File: config.mk
export PLATFORM = sky130hd
export DESIGN_NAME = regfile_write_arbiter
export DESIGN_NICKNAME = d
export VERILOG_FILES = /design/src/rtl/regfile_write_arbiter.sv
export SDC_FILE = /design/constraint.sdc
export NUM_CORES = 1
export LEC_CHECK = 0
export ABC_CLOCK_PERIOD_IN_PS = 3750
export CAP_MARGIN = 0
export CORE_UTILIZATION = 49
export CTS_CLUSTER_DIAMETER = 80
export DETAILED_ROUTE_END_ITERATION = 16
export PLACE_DENSITY = 0.9
export SLEW_MARGIN = 15
export SYNTH_ARGS = -nofsm -noshare
export SYNTH_HDL_FRONTEND = slang
export SYNTH_SLANG_ARGS = --single-unit
File: constraint.sdc
create_clock -name clock -period 3.75 [get_ports clock]
set_input_delay 0.75 -clock clock [delete_from_list [all_inputs] [get_ports clock]]
set_output_delay 0.75 -clock clock [all_outputs]
set_load 0.01 [all_outputs]
File: src/rtl/regfile_write_arbiter.sv
// Register-file write-port arbiter: the pipeline writeback has priority, and
// multdiv results wait in a small FIFO that drains on idle pipeline cycles.
module regfile_write_arbiter #(
    parameter int unsigned DEPTH = 2
) (
    input  logic        clock,
    input  logic        ctrl_reset,
    input  logic        pipe_valid,
    input  logic [4:0]  pipe_reg,
    input  logic [31:0] pipe_data,
    input  logic        md_valid,
    input  logic [4:0]  md_reg,
    input  logic [31:0] md_data,
    output logic        md_ready,
    input  logic [4:0]  q_reg,
    output logic        q_pending,
    output logic        ctrl_writeEnable,
    output logic [4:0]  ctrl_writeReg,
    output logic [31:0] data_writeReg
);

    localparam int unsigned PW = (DEPTH > 1) ? $clog2(DEPTH) : 1;
    localparam int unsigned CW = $clog2(DEPTH + 1);

    logic          r_live [DEPTH];
    logic [4:0]    r_reg  [DEPTH];
    logic [31:0]   r_data [DEPTH];
    logic [PW-1:0] r_rd_ptr;
    logic [PW-1:0] r_wr_ptr;
    logic [CW-1:0] r_count;

    logic          r_we;
    logic [4:0]    r_wreg;
    logic [31:0]   r_wdata;

    logic          w_pipe_sel;
    logic          w_pop;
    logic          w_push;
    logic          w_push_live;
    logic          w_head_live;
    logic          w_q_hit;

    assign md_ready    = (r_count != CW'(DEPTH));
    assign w_pipe_sel  = pipe_valid & (pipe_reg != 5'd0);
    assign w_pop       = ~w_pipe_sel & (r_count != CW'(0));
    assign w_push      = md_valid & md_ready & (md_reg != 5'd0);
    // A same-cycle pipeline write to the same register is younger, so the md result is stale on arrival.
    assign w_push_live = ~(w_pipe_sel & (md_reg == pipe_reg));
    assign w_head_live = r_live[r_rd_ptr];

    // FIFO control: pointers, occupancy and live bits (live is cleared on pop so only queued entries match).
    always_ff @(posedge clock) begin
        if (ctrl_reset) begin
            r_rd_ptr <= PW'(0);
            r_wr_ptr <= PW'(0);
            r_count  <= CW'(0);
            for (int i = 0; i < int'(DEPTH); i++) begin
                r_live[i] <= 1'b0;
            end
        end else begin
            for (int i = 0; i < int'(DEPTH); i++) begin
                if (w_pipe_sel && (r_reg[i] == pipe_reg)) begin
                    r_live[i] <= 1'b0;
                end
            end
            if (w_pop) begin
                r_live[r_rd_ptr] <= 1'b0;
                r_rd_ptr         <= r_rd_ptr + PW'(1);
            end
            if (w_push) begin
                r_live[r_wr_ptr] <= w_push_live;
                r_wr_ptr         <= r_wr_ptr + PW'(1);
            end
            case ({w_push, w_pop})
                2'b10:   r_count <= r_count + CW'(1);
                2'b01:   r_count <= r_count - CW'(1);
                default: r_count <= r_count;
            endcase
        end
    end

    // FIFO payload storage; validity is tracked solely by the live bits.
    always_ff @(posedge clock) begin
        if (w_push) begin
            r_reg[r_wr_ptr]  <= md_reg;
            r_data[r_wr_ptr] <= md_data;
        end
    end

    // Registered write port; address/data hold when no write is selected.
    always_ff @(posedge clock) begin
        if (ctrl_reset) begin
            r_we    <= 1'b0;
            r_wreg  <= 5'd0;
            r_wdata <= 32'd0;
        end else if (w_pipe_sel) begin
            r_we    <= 1'b1;
            r_wreg  <= pipe_reg;
            r_wdata <= pipe_data;
        end else if (w_pop && w_head_live) begin
            r_we    <= 1'b1;
            r_wreg  <= r_reg[r_rd_ptr];
            r_wdata <= r_data[r_rd_ptr];
        end else begin
            r_we    <= 1'b0;
        end
    end

    always_comb begin
        w_q_hit = 1'b0;
        for (int i = 0; i < int'(DEPTH); i++) begin
            if (r_live[i] && (r_reg[i] == q_reg)) begin
                w_q_hit = 1'b1;
            end
        end
    end

    assign q_pending        = w_q_hit & (q_reg != 5'd0);
    assign ctrl_writeEnable = r_we;
    assign ctrl_writeReg    = r_wreg;
    assign data_writeReg    = r_wdata;

endmodule

# ---- Yosys cells after proc, flatten, opt, wreduce, memory -nomap -nowiden
# Memory sizes are Yosys's and may differ from the RTL's. A register that Yosys moved wholly into a read port is not among the register bits.
# Index checks and enable logic that the tools add are counted.
dict set report classes {
  n_addsub 4
  reduce_logical 12
  mux 35
  n_bitwise 10
  eq_ne 8
}
# cell count
set op_table {}
lappend op_table {{$mux W32} 2}
lappend op_table {{$mux W1} 30}
lappend op_table {{$eq A5 B5 Y1} 5}
lappend op_table {{$reduce_bool A5 Y1} 3}
lappend op_table {{$mux W5} 2}
lappend op_table {{$and A1 B1 Y1} 6}
lappend op_table {{$reduce_bool A2 Y1} 3}
lappend op_table {{$logic_and A1 B1 Y1} 5}
lappend op_table {{$pmux W2 S2} 1}
lappend op_table {{$add A1 B1 Y1 const B} 2}
lappend op_table {{$add A2 B1 Y2 const B} 1}
lappend op_table {{$eq A2 B1 Y1 const B} 1}
lappend op_table {{$eq A2 B2 Y1 const B} 1}
lappend op_table {{$ne A2 B2 Y1 const B} 1}
lappend op_table {{$not A1 Y1} 2}
lappend op_table {{$or A1 B1 Y1} 2}
lappend op_table {{$sub A2 B1 Y2 const B} 1}
lappend op_table {{$reduce_or A1 Y1} 1}
dict set report word_totals {
  regBits 42
  ramBits 76
  n_memories 3
  in_bits 83
}
# memory words word_bits rd rd_clocked_by_memory_dff write_ports line
set mem_list {}
lappend mem_list {r_data 2 32 1 1 1 27} ;# logic [31:0] r_data [DEPTH];
lappend mem_list {r_reg 2 5 3 1 1 26} ;# logic [4:0] r_reg [DEPTH];
lappend mem_list {r_live 2 1 3 1 3 25} ;# logic r_live [DEPTH];

# ---- Logic depth before layout (Yosys ltp)
dict set report logic_depth {
  word_depth 9
  depth_mapped 7
}

# ---- Least setup slack after synthesis
# Ideal clock, no wire load.
dict set report synth_timing {
  kind {in2reg}
  startpoint {in md_reg[1]}
  endpoint {mem r_live[1], enable pin}
  path_buffers 0
  arrival_time_ns 2.862
  cell_stages 4
  setup_slack_ns 0.591
  path_cell_list {or4_4 -> o211ai_2 -> nor2_1 -> a2111o_1}
}
# element line
set synth_lines {}
lappend synth_lines {{start, declared} 12} ;# input logic [4:0] md_reg,
lappend synth_lines {{end, declared} 25}

# ---- Final worst setup path
dict set report layout_timing {
  startpoint {in q_reg[0]}
  endpoint {out q_pending}
}
dict set report layout_via {
  elab_chain_cells 5
  word_cells_on_any_way 8
  cone_classes {eq/ne (2); mux (2); bitwise (1); reduce/logical (3)}
}
# element line
set layout_rtl {}
lappend layout_rtl {{start, declared} 15} ;# input logic [4:0] q_reg,
lappend layout_rtl {{$eq A5 B5 Y1} 112} ;# if (r_live[i] && (r_reg[i] == q_reg)) begin
lappend layout_rtl {{$logic_and A1 B1 Y1} 112}
lappend layout_rtl {{$mux W1 (2 in series)} 112}
lappend layout_rtl {{$and A1 B1 Y1 *} 118} ;# assign q_pending = w_q_hit & (q_reg != 5'd0);
lappend layout_rtl {{end, declared} 16} ;# output logic q_pending,
# Mark *: on every way between the ends. The rest lies on a longest branch, timed or not.

==> out/summary.md <==
* 2.362 nW — Leak Pwr
* 0 — total congestion overflow after global routing
* 17560 µm — global-route wire length before repair
* 0 — antenna violation net count after detailed routing
* 7522 µm — half-perimeter wire length after detailed placement
* 2.52 ns — arrival time worst endpoint
* 87.16% — Final period util
* output port — category of the worst setup path capture point
* 0.6781 ns — worst slew pin tran
* 0 — Final setup viols
* 102.5 µm — x dimension of the die
* completed — outcome
* 3 — Critical Path Fanout Max
* 102.5 µm — Die Y-Extent
* 0.009294 ns — setup skew after layout
* 36 — number of placement rows
* 0 — number of max-capacitance violations reported
* 0.8807 — global placement routability congestion
* 0.54 ns — worst stage delay on the critical path
* 6894 µm² — fin area
* 50.61% — initial standard-cell utilization of the core
* 3572 — number of global-route vias before repair
* 4 — DRT Pass-1 Iters
* 628.0 nW/µm² — pwr/cell area
* 1.68 ns — internal reg-to-reg setup slack
* 22.91% — GRT Overall Usage
* r_count[0] — critical register-to-register path startpoint
* built — clock tree from TritonCTS
* input port to output port — class of the most critical setup path
* 6305 µm² — Placed Instance Area
* sky130_fd_sc_hd__clkdlybuf4s50_1 — slowest cell on the critical path
* 0 ns — Sum Neg Setup Slack
* data_writeReg[12] — Reg2Reg Capture Point
* 4 — maximum level of the CTS H-tree
* 3.268 ns — Period minus WS final
* 0.06 ns — Clk pin slew, worst setup/hold paths
* flip-flop to flip-flop — type of the worst min-delay path
* 4947 µm² — combined area of all synthesized cells
* 0 — postcts setup bufs
* 306.0 MHz — highest clock frequency the design can meet
* 9774 µm² — core region area
* 10500 µm² — die area
* 64 — flip-flop count of the largest register, all copies and words added
* 119 — Seq cells post-synth
* 33 — number of distinct library cells after synthesis
* ctrl_writeReg[1] — source of the worst hold timing path
* 2 — WHS Path Cells
* 0 — Hold Violations, Final
* 360 — number of standard cells after synthesis
* input port — critical path startpoint category
* 13.74 µm² — mean instance size in the synthesized netlist
* 11400 µm — Final Routed Wirelength
* 76 — count of flip-flops with a built-in enable after synthesis
* 572 — layout net count
* no — setup repair after global routing missed its margin
* 17.98 µm — wire length per cell after detailed routing
* sky130_fd_sc_hd__clkdlybuf4s50_1 — CP most frequent cell
* 123 — I/O pin cnt
* 17 — cts bufs inserted
* 119 — CTS sink cnt
* 444 — synthesized net count
* 2 — maximum clock path buffer count
* 0 — number of max-slew violations in the final report
* 0 — antenna diode count
* sky130_fd_sc_hd__clkbuf_8 — root buffer cell
* sky130_fd_sc_hd__clkdlybuf4s50_1 — commonest non-fill, non-tap cell in the layout
* 3402 — count of vias placed by the detailed router
* sky130_fd_sc_hd__edfxtp_1 — most used flip-flop cell after synthesis
* 147 — Iter 0 DRT Violations
* clkdlybuf4s50_1, xor2_1, nor4_1, nand3_1, a21oi_1, clkdlybuf4s50_1 — ordered list of cells on the worst path
* 3.00 ns — data required time of the worst path
* 54.68% — Max transition margin
* 5.366 — detailed-route vias per instance
* 4.330 mW — total power draw
* 63.53% — fraction of the yosys area taken by sequential cells
* 0.50 ns — worst skew pair latency
* sky130_fd_sc_hd__clkdlybuf4s50_1 (122), sky130_fd_sc_hd__edfxtp_1 (76), sky130_fd_sc_hd__dfxtp_1 (42) — top library cells by usage in the layout, fill and taps aside
* 0 — cts repair resizes
* 602 — Cells after DPL
* 0 — Post-CTS Hold Buffers
* 0 — drc violations
* 122 — buffers added on ports
* 16.77% — ratio of cells with drive above 1 in the final layout
* 0 — count of synthesis-stage warnings from yosys
* 5 — reg2reg path depth
* 0.3593 mV — Max VDD drop
* 0% — async set-reset flop share out of synthesis
* ctrl_writeReg[1] — sink of the worst hold path
* 0 — antenna violations before repair
* 38 — maximum number of pins on one net before global-route repair
* 39.35% — growth of design area from synthesis to finish
* 634 — Final Instance Count excl. Fillers
## power breakdown
part / leakage, nW / switching (mW) / internal [mW]
Combinational: 1.01 / 0.491 / 0.514
Sequential: 1.07 / 0.0977 / 1.63
Clock: 0.282 / 0.564 / 1.03
## cells in the mapped netlist, drive strengths merged (2+ instances only)
cell type  count  area (µm²)
o21ai          8       51.30
or4            3       30.03
nor4           6       37.54
nand3          9       45.04
nand2         33       131.4
buf           13       82.57
or3            2       17.52
nor2          10       37.54
inv            2       7.510
clkbuf         8       31.28
edfxtp        76        2282
mux2i         38       380.4
o22ai         32       200.2
dfxtp         43       860.8
mux2          37       416.7
xnor2         12       105.1
xor2          16       140.1
a21oi          4       20.02
## critical path, delay by kind of cell
kind	cells	cell delay (ns)
xor+xnor	1	0.17
compound gates	1	0.15
simple gates	2	0.42
buf+inv	2	1.02
## worst max path at each step
stage	from	end	slack [ns]	cells after the start
floorplan	md_reg[1]	r_live[1]	0.59	4
global placement	q_reg[0]	q_pending	0.57	6
detailed placement	q_reg[0]	q_pending	0.48	6
CTS	q_reg[0]	q_pending	0.47	6
global route	q_reg[0]	q_pending	0.37	6
finish	q_reg[0]	q_pending	0.48	6
## metrics by stage
stage,util (%),setup WS (ns),hold slack (ns)
after floorplan,-,0.5907,0.4718
after global placement,64.50,0.5659,0.4858
after detailed placement,64.50,0.4826,0.5367
after CTS,70.53,0.4681,0.5472
after global routing,70.53,0.3704,0.5740
final,70.53,0.4816,0.5493
## kinds of logic after synthesis
| logic type | share of synthesized area (%) |
|---|---|
| AO/OA/AOI/OAI | 6.297 |
| multiplexers | 16.11 |
| AND/OR/NAND/NOR | 6.399 |
| buffers and inverters | 2.453 |
| flip-flops | 63.53 |
| XOR/XNOR | 4.957 |
| adder cells (fa/ha/maj) | 0.2529 |
## routing by layer
layer	global-route usage, %	part of all wire [%]	vias to the layer above
li1	-	-	1613
met1	25.55	41	1668
met2	41.33	53	103
met3	6.840	4.6	18
met4	8.022	1.9	0
met5	0	0	-
## area by class of cell
type / count / area, µm²
repair buffers: 130 / 1281
inverters: 2 / 7.507
well taps: 133 / 166.4
fillers: 704 / 2880
multi-input cells: 218 / 1705
clock inverters: 11 / 150.1
clock buffers: 21 / 439.2
flip-flops and latches: 119 / 3144
Power figures use the tool's default switching activity.
